`src/rtl/receiver.sv`:
```
// UART receive stage: oversampled start detection, LSB-first data, even parity, one stop bit.
// Optional URX_SYNC_EN adds a 2-flop synchronizer on rx_data. WIDTH must be >= 2.
module receiver #(
  parameter int WIDTH = 8,
  parameter int OVS   = 16
) (
  input  logic             clk,
  input  logic             rstn,
  input  logic             en,
  input  logic             rx_data,
  input  logic             d_ack,
  output logic [WIDTH-1:0] d_out,
  output logic             d_valid,
  output logic             parity_err,
  output logic             frame_err,
  output logic             overrun,
  output logic             rx_bz,
  output logic [2:0]       state_dbg
);

  localparam int TW = $clog2(OVS);
  localparam int BW = $clog2(WIDTH + 1);
  localparam logic [TW-1:0] HALF_LAST = TW'(OVS / 2 - 1);
  localparam logic [TW-1:0] BIT_LAST  = TW'(OVS - 1);
  localparam logic [BW-1:0] DATA_LAST = BW'(WIDTH - 1);

  typedef enum logic [2:0] {
    IDLE   = 3'd0,
    START  = 3'd1,
    DATA   = 3'd2,
    PARITY = 3'd3,
    STOP   = 3'd4
  } state_t;

  state_t           state;
  logic             rx_s;
  logic             prev_s;
  logic [TW-1:0]    tick_cnt;
  logic [BW-1:0]    bit_cnt;
  logic [WIDTH-1:0] shreg;
  logic             par_bit;

  assign state_dbg = state;

`ifdef URX_SYNC_EN
  logic [1:0] sync_q;

  always_ff @(posedge clk or negedge rstn) begin
    if (!rstn) sync_q <= 2'b11;
    else       sync_q <= {sync_q[0], rx_data};
  end

  assign rx_s = sync_q[1];
`else
  assign rx_s = rx_data;
`endif

  always_ff @(posedge clk or negedge rstn) begin
    if (!rstn) begin
      state      <= IDLE;
      prev_s     <= 1'b1;
      tick_cnt   <= '0;
      bit_cnt    <= '0;
      shreg      <= '0;
      par_bit    <= 1'b0;
      d_out      <= '0;
      d_valid    <= 1'b0;
      parity_err <= 1'b0;
      frame_err  <= 1'b0;
      overrun    <= 1'b0;
      rx_bz      <= 1'b0;
    end else begin
      // The acknowledge is not gated by en; a completing frame below overrides it.
      if (d_ack && d_valid) begin
        d_valid    <= 1'b0;
        parity_err <= 1'b0;
        frame_err  <= 1'b0;
        overrun    <= 1'b0;
      end
      if (en) begin
        prev_s <= rx_s;
        case (state)
          IDLE: begin
            if (prev_s && !rx_s) begin
              state    <= START;
              rx_bz    <= 1'b1;
              tick_cnt <= '0;
            end
          end
          START: begin
            if (tick_cnt == HALF_LAST) begin
              tick_cnt <= '0;
              if (!rx_s) begin
                state   <= DATA;
                bit_cnt <= '0;
              end else begin
                state <= IDLE;
                rx_bz <= 1'b0;
              end
            end else begin
              tick_cnt <= tick_cnt + 1'b1;
            end
          end
          DATA: begin
            if (tick_cnt == BIT_LAST) begin
              tick_cnt <= '0;
              shreg    <= {rx_s, shreg[WIDTH-1:1]};
              if (bit_cnt == DATA_LAST) state <= PARITY;
              else                      bit_cnt <= bit_cnt + 1'b1;
            end else begin
              tick_cnt <= tick_cnt + 1'b1;
            end
          end
          PARITY: begin
            if (tick_cnt == BIT_LAST) begin
              tick_cnt <= '0;
              par_bit  <= rx_s;
              state    <= STOP;
            end else begin
              tick_cnt <= tick_cnt + 1'b1;
            end
          end
          STOP: begin
            if (tick_cnt == BIT_LAST) begin
              tick_cnt   <= '0;
              state      <= IDLE;
              rx_bz      <= 1'b0;
              d_out      <= shreg;
              parity_err <= par_bit ^ (^shreg);
              frame_err  <= ~rx_s;
              d_valid    <= 1'b1;
              overrun    <= d_valid & ~d_ack;
            end else begin
              tick_cnt <= tick_cnt + 1'b1;
            end
          end
          default: begin
            state <= IDLE;
            rx_bz <= 1'b0;
          end
        endcase
      end
    end
  end

endmodule

```
`config.mk`:
```
export PLATFORM = sky130hd
export DESIGN_NAME = receiver
export DESIGN_NICKNAME = d
export VERILOG_FILES = /design/src/rtl/receiver.sv
export SDC_FILE = /design/constraint.sdc
export NUM_CORES = 1
export LEC_CHECK = 0
export CELL_PAD_IN_SITES_DETAIL_PLACEMENT = 0
export CELL_PAD_IN_SITES_GLOBAL_PLACEMENT = 2
export CORE_MARGIN = 1
export CORE_UTILIZATION = 30
export DETAILED_ROUTE_END_ITERATION = 6
export PLACE_DENSITY = 0.74
export RECOVER_POWER = 50
export REMOVE_ABC_BUFFERS = 1
export SLEW_MARGIN = 20
export SYNTH_ARGS = -nofsm -noshare
export SYNTH_HDL_FRONTEND = slang
export SYNTH_SLANG_ARGS = --single-unit
```
`constraint.sdc`:
```
create_clock -name clk -period 2.3 [get_ports clk]
set_clock_uncertainty 0.15 [all_clocks]
set_input_delay 0.46 -clock clk [delete_from_list [all_inputs] [get_ports clk]]
set_output_delay 0.46 -clock clk [all_outputs]
set_load 0.02 [all_outputs]
```
After elaboration in Yosys (flattened, before gate mapping). Cells that the tools add are included.

Register bits: 34. Input port bits: 5. Output and inout port bits: 16. Word-level logic and storage cells: 89.

Add/sub/neg operators: 2. Equal/unequal tests: 16. Muxes and demuxes: 38. Bitwise logic cells: 5. Reduce and logical (&&, ||, !) cells: 16.

Operators by type and width (number): 4-bit 2-to-1 mux (7); 1-bit 2-to-1 mux (20); 3-bit 2-to-1 mux (6); 2-bit != test (second input constant) (9); 3-bit case mux with 5 select lines (1); 4-bit case mux with 3 select lines (1); 3-bit AND reduction (4); 6-bit AND reduction (2); 4-bit by 1-bit adder with 4-bit output (second input constant) (2); 4-bit by 3-bit equality test with 1-bit output (second input constant) (2); 4-bit case mux with 2 select lines (1); 8-bit XOR reduction (1); 7-bit AND reduction (1); 3-bit by 2-bit equality test with 1-bit output (second input constant) (2); 4-bit equality test (second input constant) (1); 1-bit case mux with 4 select lines (1); 3-bit by 1-bit equality test with 1-bit output (second input constant) (1); 3-bit equality test (second input constant) (1); 3-bit zero test (1); 1-bit inverter (3); 3-bit nonzero test (1); 3-bit OR reduction (1); 1-bit logical AND (2); 2-bit 2-to-1 mux (1); other kinds (5) (5).

Logic depth before layout (Yosys ltp). Gate-level depths: netlist (run 1).

Word-level depth: 5. Gate-level depth with buffers: 6. Depth with buffers taken out: 5.

Least setup slack after synthesis (run 1). OpenSTA, ideal clock, no wires.

Path type: register to register. Start: register state[1], in the netlist state_dbg[1]. End: register bit_cnt[3]. Library setup time: 0.092 ns. Arrival time: 1.902 ns. Required time: 2.058 ns. Setup slack: 0.156 ns. Cell stages (with the launch flop): 6. Path buffers: 1. Clock period less this slack: 2.144 ns. Path through: dfrtp_1 -> buf_2 -> or3b_4 -> o22a_1 -> or4_4 -> o31ai_2.

Longest elaborated chain between the ends: 3. Elaborated cells between the ends (all ways): 9. Classes of those cells: eq/ne (6); mux (1); reduce/logical (2).

RTL lines: from (decl) (RTL line 35) `state_t state;`; from (signal assigned) (RTL line 60) `state <= IDLE;`; from (signal assigned) (RTL line 85) `state <= START;`; from (signal assigned) (RTL line 94) `state <= DATA;`; 3-bit by 2-bit equality test with 1-bit output / 3-bit by 1-bit equality test with 1-bit output (equally long branches) (RTL line 82) `case (state)`; 2-bit != test (no source line) / 2-bit nonzero test (equally long branches); 6-bit AND reduction (no source line); to (signal assigned) (RTL line 109) `else bit_cnt <= bit_cnt + 1'b1;`; to (decl) (RTL line 39) `logic [BW-1:0] bit_cnt;`.

Parallel ways exist; a longest one is shown, timed or not. A chain may end at the register's enable or synchronous reset.

Final worst setup path (run 1). Same ends and word-level chain as after synthesis.

==> impl_metrics.csv, run 1 <==
group,metric,value,unit
status,run_status,"finished, final reports clean",
route,vias,1264,
timing,timing.final.crit_period,2190,ps
setup_path,worst-r2r-cell-count,4,
pwr,peakVddDrop,0.000325,V
synth,synth_enable_flop_cells,0,
timing,report.final.setup_viol,0,
route,drcViolationCount,0,
setup_path,timing_worst_setup_path_type,"register to register",
setup_path,crit_path_end,"bit_cnt[3]$_DFFE_PN0P_",
timing,rsz_0062_raised_after_global_routing,"no",
pwr,clkPwrFrac,27.8,%
synth,synthArstFlopShare,100,%
pwr,leakage_component_of_the_power,0.000982,uW
grt,first_global_vias,1245,
final_layout,drive_gt1_share,26.0,%
synth,synthesis.instances,146,
synth,number_of_storage_elements_in_the_synthesis_netlist,34,
synth,synthDistinctLibCells,45,
setup_path,crit-reg2reg-launch,"state_dbg[1]$_DFFE_PN0P_",
route,totalWireLength,3.47,mm
grt,globalRoute.totalOverflow,0,
place,post-dp-hpwl,2.48,mm
pwr,switching_share,32.8,%
cts,tritoncts_clock_tree,"done",
grt,grt_use_total,13.1,%
timing,timing.final.max_slew_violations,0,
cts,cts_buffer_depth,2,
floorplanning,top_level_ports,21,
cts,h_tree_depth,2,
route,vias_per_cell,5.04,
cts,ctsHoldBuffers,0,
pwr,power.density_cell_area,948,mW/mm^2
timing,max-slew-margin-rel,42.9,%
floorplanning,core-area,0.00527,sq mm
floorplanning,std_cell_rows,26,
final_layout,design.final.nets,187,
synth,synth_seq_area_share,50.5,%
setup_path,crit_startpoint,"state_dbg[1]$_DFFE_PN0P_",
timing,fin_crit_sh,95.3,%
grt,initial_antenna_violation_count,0,
final_layout,layout.cells.most_common_list,"sky130_fd_sc_hd__dfrtp_1 (33), sky130_fd_sc_hd__mux2_2 (21), sky130_fd_sc_hd__clkdlybuf4s50_1 (19)",
place,gp_congestion,0.796,
cts,clock_sinks,34,
pwr,power_switching,673,uW
pwr,pwr-share-seq,37.5,%
route,final_antenna_net_count,0,
synth,synth_ff_type,"sky130_fd_sc_hd__dfrtp_1",
timing,tns,0,ps
grt,global_route_wire_length_before_repair,5.98,mm
setup_path,rr_endpoint,"bit_cnt[3]$_DFFE_PN0P_",
cts,insertion_delay,290,ps
cts,path_clk_slew,70,ps
timing,peak_clock_frequency_supported_by_timing,0.456,GHz
route,drt_first_iter_violations,58,
cts,clk_root_buffer_cell,"sky130_fd_sc_hd__clkbuf_8",
pwr,cell_internal_pwr,1380,uW
setup_path,worstPathRequired,2350,ps
synth,synth_area,0.00169,sq mm
timing,report.final.hold_viol_count,0,
setup_path,cp_data_arrival_time,2240,ps
floorplanning,start_util,32.0,%
run,cap_violations,0,
final_layout,instances_no_fill,251,
cts,cts_post_setup_buffers_inserted,0,
setup_path,largest_driver_fanout_on_the_critical_path,10,
cts,postCtsResizedCells,0,
place,post-place-cells,243,
timing,worst_tran_pin_value,856,ps
hold_path,hold_class,"register to register",
grt,pin_count_of_the_biggest_net_entering_global_routing,35,
setup_path,minimum_setup_slack_among_reg_to_reg_paths,110,ps
synth,syn_avg_cell_area,11.6,sq um
route,wire_per_inst,13.8,um
final_layout,flow.area_growth_from_synthesis,28.2,%
setup_path,kind_of_start_point_of_the_critical_path,"register",
setup_path,cp_endpoint_kind,"register",
place,port-buffer-count,20,
final_layout,most_common_cell_after_layout_fill_and_taps_aside,"sky130_fd_sc_hd__dfrtp_1",
floorplanning,die_height,77.0,um
floorplanning,die_width,77.0,um
final_layout,antenna-diode-count,0,
route,dr.pass1.iters,4,
floorplanning,design.die.area,0.00593,sq mm
pwr,combPwrFrac,34.8,%
cts,cts_buffers,5,
synth,yosysWarnings,0,
-- cell families after synthesis --
logic type / count (synthesis) / share of synthesized area [%]
buffers and inverters: 11 / 2.82
AND/OR/NAND/NOR: 39 / 13.3
multiplexers: 22 / 14.6
flip-flops: 34 / 50.5
adder cells (fa/ha/maj): 2 / 1.48
AO/OA/AOI/OAI: 31 / 12.8
XOR/XNOR: 7 / 4.45
-- worst max-delay path, stage by stage (launching register included) --
cell	delay, ps
sky130_fd_sc_hd__dfrtp_1	500
sky130_fd_sc_hd__or3b_1	520
sky130_fd_sc_hd__o22a_1	260
sky130_fd_sc_hd__or4_4	450
sky130_fd_sc_hd__o31ai_2	220
-- worst min path at each step --
stage                           start                endpoint  cells past startpoint
6_report       bit_cnt[3]$_DFFE_PN0P_  bit_cnt[3]$_DFFE_PN0P_                      1
5_1_grt        bit_cnt[3]$_DFFE_PN0P_  bit_cnt[3]$_DFFE_PN0P_                      1
4_1_cts        bit_cnt[3]$_DFFE_PN0P_  bit_cnt[3]$_DFFE_PN0P_                      1
3_5_place_dp   bit_cnt[3]$_DFFE_PN0P_  bit_cnt[3]$_DFFE_PN0P_                      1
3_3_place_gp   bit_cnt[3]$_DFFE_PN0P_  bit_cnt[3]$_DFFE_PN0P_                      1
2_1_floorplan                    rstn  bit_cnt[0]$_DFFE_PN0P_                      0
-- Yosys cell counts (2+ instances only) --
cell / instances / area [sq um]
sky130_fd_sc_hd__xnor2_1: 4 / 35.0
sky130_fd_sc_hd__inv_1: 4 / 15.0
sky130_fd_sc_hd__o221ai_1: 2 / 17.5
sky130_fd_sc_hd__nor2b_1: 4 / 25.0
sky130_fd_sc_hd__xor2_1: 2 / 17.5
sky130_fd_sc_hd__nor2_1: 6 / 22.5
sky130_fd_sc_hd__clkbuf_1: 4 / 15.0
sky130_fd_sc_hd__o41ai_1: 2 / 17.5
sky130_fd_sc_hd__a21oi_1: 2 / 10.0
sky130_fd_sc_hd__o21ai_0: 13 / 65.1
sky130_fd_sc_hd__nand2_1: 5 / 18.8
sky130_fd_sc_hd__mux2_2: 21 / 236
sky130_fd_sc_hd__nand3_1: 7 / 35.0
sky130_fd_sc_hd__buf_2: 2 / 10.0
sky130_fd_sc_hd__dfrtp_1: 33 / 826
sky130_fd_sc_hd__nor3_1: 3 / 15.0
sky130_fd_sc_hd__and3_1: 3 / 18.8
sky130_fd_sc_hd__ha_1: 2 / 25.0
-- per-stage QoR --
stage               hold slack, ps  area, sq um  total power, uW  setup WS [ps]  util [%]
finish                         355         2160             2050            107      41.0
global route                   372         2160             2180           19.0      41.0
CTS                            358         2180             2080            107      41.3
detailed placement             342         2060             1490           56.3      39.1
global placement               327         2060             1480           69.4      39.1
floorplan                     14.4         1660             1210            162         -
-- registers in the layout, summed over array words and instances, names as in the netlist, 3 cells and up --
signal     cells
d_out          8
shreg          8
bit_cnt        4
tick_cnt       4
state_dbg      3
-- power groups by stage --
stage               Clock (uW)  Sequential, uW  Combinational, uW
floorplan                    0             824                386
global placement             0             780                705
detailed placement           0             779                715
CTS                        591             768                718
global route               617             785                781
finish                     569             768                713
-- cell type report --
class                           count  area [sq um]
Timing Repair Buffer               34           304
Inverter                            4          15.0
Clock inverter                      1          30.0
Tap cell                           70          87.6
Sequential cell                    34           852
Multi-Input combinational cell    101           788
Clock buffer                        7          86.3
Fill cell                         528          3110
-- metal layers --
metal	part of all wire [%]	vias up	track usage, %
li1	-	601	-
met1	48	629	16.5
met2	47	29	21.0
met3	3.6	5	3.10
met4	2.0	0	6.79
met5	0	-	0
Note: power is estimated with default switching activity, not from simulation.
==> run 2, diff against run 1 <==
--- a/config.mk
+++ b/config.mk
@@ -12,7 +12,6 @@
 export DETAILED_ROUTE_END_ITERATION = 6
 export PLACE_DENSITY = 0.74
 export RECOVER_POWER = 50
-export REMOVE_ABC_BUFFERS = 1
 export SLEW_MARGIN = 20
 export SYNTH_ARGS = -nofsm -noshare
 export SYNTH_HDL_FRONTEND = slang
==> run 2 against run 1 <==
Net effect: die area unchanged; critical path depth unchanged; clock power increased by 17%; non-clock buffer count decreased by 2; utilization about the same; hold slack got worse by 14 ps; via count decreased by 3.9%; setup slack improved by 21 ps; cell count decreased by 0.80%; power increased by 5.1%; clock-buffer cell count decreased by 2; sequential power decreased by 0.5%; critical endpoint unchanged.
==> impl_metrics.csv, run 2 (synthesized netlist as in run 1, its figures left out) <==
group,metric,value,unit
setup_path,worstPathRequired,2350,ps
hold_path,hold_path_end,"bit_cnt[3]$_DFFE_PN0P_",
floorplanning,design.die.area,0.00593,sq mm
cts,clk_root_buffer_cell,"sky130_fd_sc_hd__clkbuf_8",
setup_path,path_cells,"or3b_1, o22a_1, or4_4, o31ai_2",
final_layout,reg.largest.list,"d_out: 8 flops, shreg: 8 flops",
grt,globalRoute.totalOverflow,0,
timing,max-slew-margin-rel,41.7,%
place,placed_cell_area,0.00203,sq mm
timing,timing.final.crit_period,2170,ps
final_layout,most_common_cell_after_layout_fill_and_taps_aside,"sky130_fd_sc_hd__dfrtp_1",
final_layout,post-route-cell-area,0.00216,sq mm
timing,timing.final.max_slew_violations,0,
final_layout,layout.cells.most_common_list,"sky130_fd_sc_hd__dfrtp_1 (33), sky130_fd_sc_hd__mux2_2 (21), sky130_fd_sc_hd__clkdlybuf4s50_1 (16)",
route,final_antenna_net_count,0,
grt,first_global_vias,1315,
synth,syn-num-nets,153,
cts,cts_buffer_depth,2,
route,totalWireLength,3.41,mm
final_layout,ff_latch_area,852,sq um
route,drcViolationCount,0,
timing,fin_crit_sh,94.4,%
final_layout,final_util,41.0,%
status,run_status,"finished, final reports clean",
grt,global_route_wire_length_before_repair,6.16,mm
timing,rsz_0062_raised_after_global_routing,"no",
final_layout,antenna-diode-count,0,
timing,report.final.hold_viol_count,0,
cts,h_tree_depth,2,
pwr,power.density_cell_area,997,mW/mm^2
final_layout,nFillCells,538,
cts,clock_sinks,34,
place,post-place-cells,241,
floorplanning,top_level_ports,21,
setup_path,max_stage_delay,520,ps
cts,postCtsResizedCells,0,
hold_path,worst_hold_startpoint,"bit_cnt[3]$_DFFE_PN0P_",
hold_path,whs_path_depth,1,
hold_path,hold_class,"register to register",
route,drt_first_iter_violations,98,
floorplanning,core-area,0.00527,sq mm
route,dr.pass1.iters,4,
setup_path,path_delay_family,"simple AND/OR/NAND/NOR gates",
grt,pin_count_of_the_biggest_net_entering_global_routing,35,
pwr,leakage_component_of_the_power,0.000988,uW
route,wire_per_inst,13.7,um
floorplanning,die_width,77.0,um
timing,report.final.setup_viol,0,
grt,initial_antenna_violation_count,0,
cts,ctsHoldBuffers,0,
pwr,peakVddDrop,0.000340,V
grt,grt_use_total,13.2,%
final_layout,drive_gt1_share,26.3,%
place,gp_congestion,0.763,
setup_path,timing.critical_path.buf_inv,0,
cts,cts_buffers,5,
final_layout,instances_no_fill,249,
cts,tritoncts_clock_tree,"done",
run,cap_violations,0,
floorplanning,std_cell_rows,26,
cts,cts_post_setup_buffers_inserted,0,
place,port-buffer-count,20,
setup_path,crit-reg2reg-launch,"state_dbg[1]$_DFFE_PN0P_",
timing,peak_clock_frequency_supported_by_timing,0.460,GHz
setup_path,worst-r2r-cell-count,4,
floorplanning,die_height,77.0,um
timing,tns,0,ps
setup_path,largest_driver_fanout_on_the_critical_path,10,
route,vias,1215,
timing,worst_tran_pin_value,875,ps
final_layout,multiInputGateArea,788,sq um
floorplanning,start_util,32.0,%
setup_path,rr_endpoint,"bit_cnt[3]$_DFFE_PN0P_",
setup_path,cp_endpoint_kind,"register",
setup_path,cp_data_arrival_time,2220,ps
route,vias_per_cell,4.88,
setup_path,kind_of_start_point_of_the_critical_path,"register",
place,post-dp-hpwl,2.43,mm
cts,insertion_delay,290,ps
pwr,power.total,2160,uW
setup_path,minimum_setup_slack_among_reg_to_reg_paths,130,ps
final_layout,design.final.nets,185,
final_layout,flow.area_growth_from_synthesis,28.1,%
cts,path_clk_slew,70,ps
setup_path,timing_worst_setup_path_type,"register to register",
setup_path,cp_slowest_cell,"sky130_fd_sc_hd__or3b_1",
run 2: cell types whose count changed in the layout (fill, tap and decap cells not counted):
cell                              delta
sky130_fd_sc_hd__buf_4               -2
sky130_fd_sc_hd__bufinv_16           +1
sky130_fd_sc_hd__clkbuf_1            -1
sky130_fd_sc_hd__clkbuf_2            +1
sky130_fd_sc_hd__clkbuf_8            -1
sky130_fd_sc_hd__clkdlybuf4s50_1     -3
sky130_fd_sc_hd__clkinv_4            +1
sky130_fd_sc_hd__dlygate4sd3_1       +3
sky130_fd_sc_hd__dlymetal6s2s_1      -1
run 2: power breakdown:
part | switching [uW] | internal (uW)
Sequential | 88.2 | 676
Combinational | 375 | 350
Clock | 233 | 434
Total | 696 | 1460
run 2: worst max path at each step:
stage                                         from                     end  slack (ps)  cells after the start
after detailed placement                        en  bit_cnt[3]$_DFFE_PN0P_          60                      5
after global placement                     rx_data     par_bit$_DFFE_PN0P_          80                      5
after CTS                 state_dbg[1]$_DFFE_PN0P_  bit_cnt[3]$_DFFE_PN0P_         130                      4
after floorplan           state_dbg[1]$_DFFE_PN0P_  bit_cnt[3]$_DFFE_PN0P_         160                      5
final                     state_dbg[1]$_DFFE_PN0P_  bit_cnt[3]$_DFFE_PN0P_         130                      4
after global routing      state_dbg[1]$_DFFE_PN0P_  bit_cnt[3]$_DFFE_PN0P_          20                      4
run 2: worst reg2reg max path, stage by stage (launching register included):
cell	delay, ps
sky130_fd_sc_hd__dfrtp_1	500
sky130_fd_sc_hd__or3b_1	520
sky130_fd_sc_hd__o22a_1	260
sky130_fd_sc_hd__or4_4	450
sky130_fd_sc_hd__o31ai_2	220
run 2: area by class of cell:
| type | instances | area share (%) |
|---|---|---|
| clock buffers | 5 | 3.18 |
| multi-input cells | 101 | 36.5 |
| inverters | 4 | 0.694 |
| flip-flops and latches | 34 | 39.4 |
| well taps | 70 | 4.05 |
| clock inverters | 3 | 3.18 |
| repair buffers | 32 | 13.0 |
run 2: metal layers:
layer	track usage, %	vias up	part of all wire [%]
li1	-	597	-
met3	4.05	6	3.3
met4	5.09	0	1.6
met1	15.8	597	47
met5	0	-	0
met2	22.0	15	48
run 2: per-stage QoR:
stage               setup slack (ps)  hold slack (ps)
floorplan                        156             14.4
global placement                79.4              327
detailed placement              61.0              333
CTS                              133              349
global route                    16.6              375
finish                           128              341
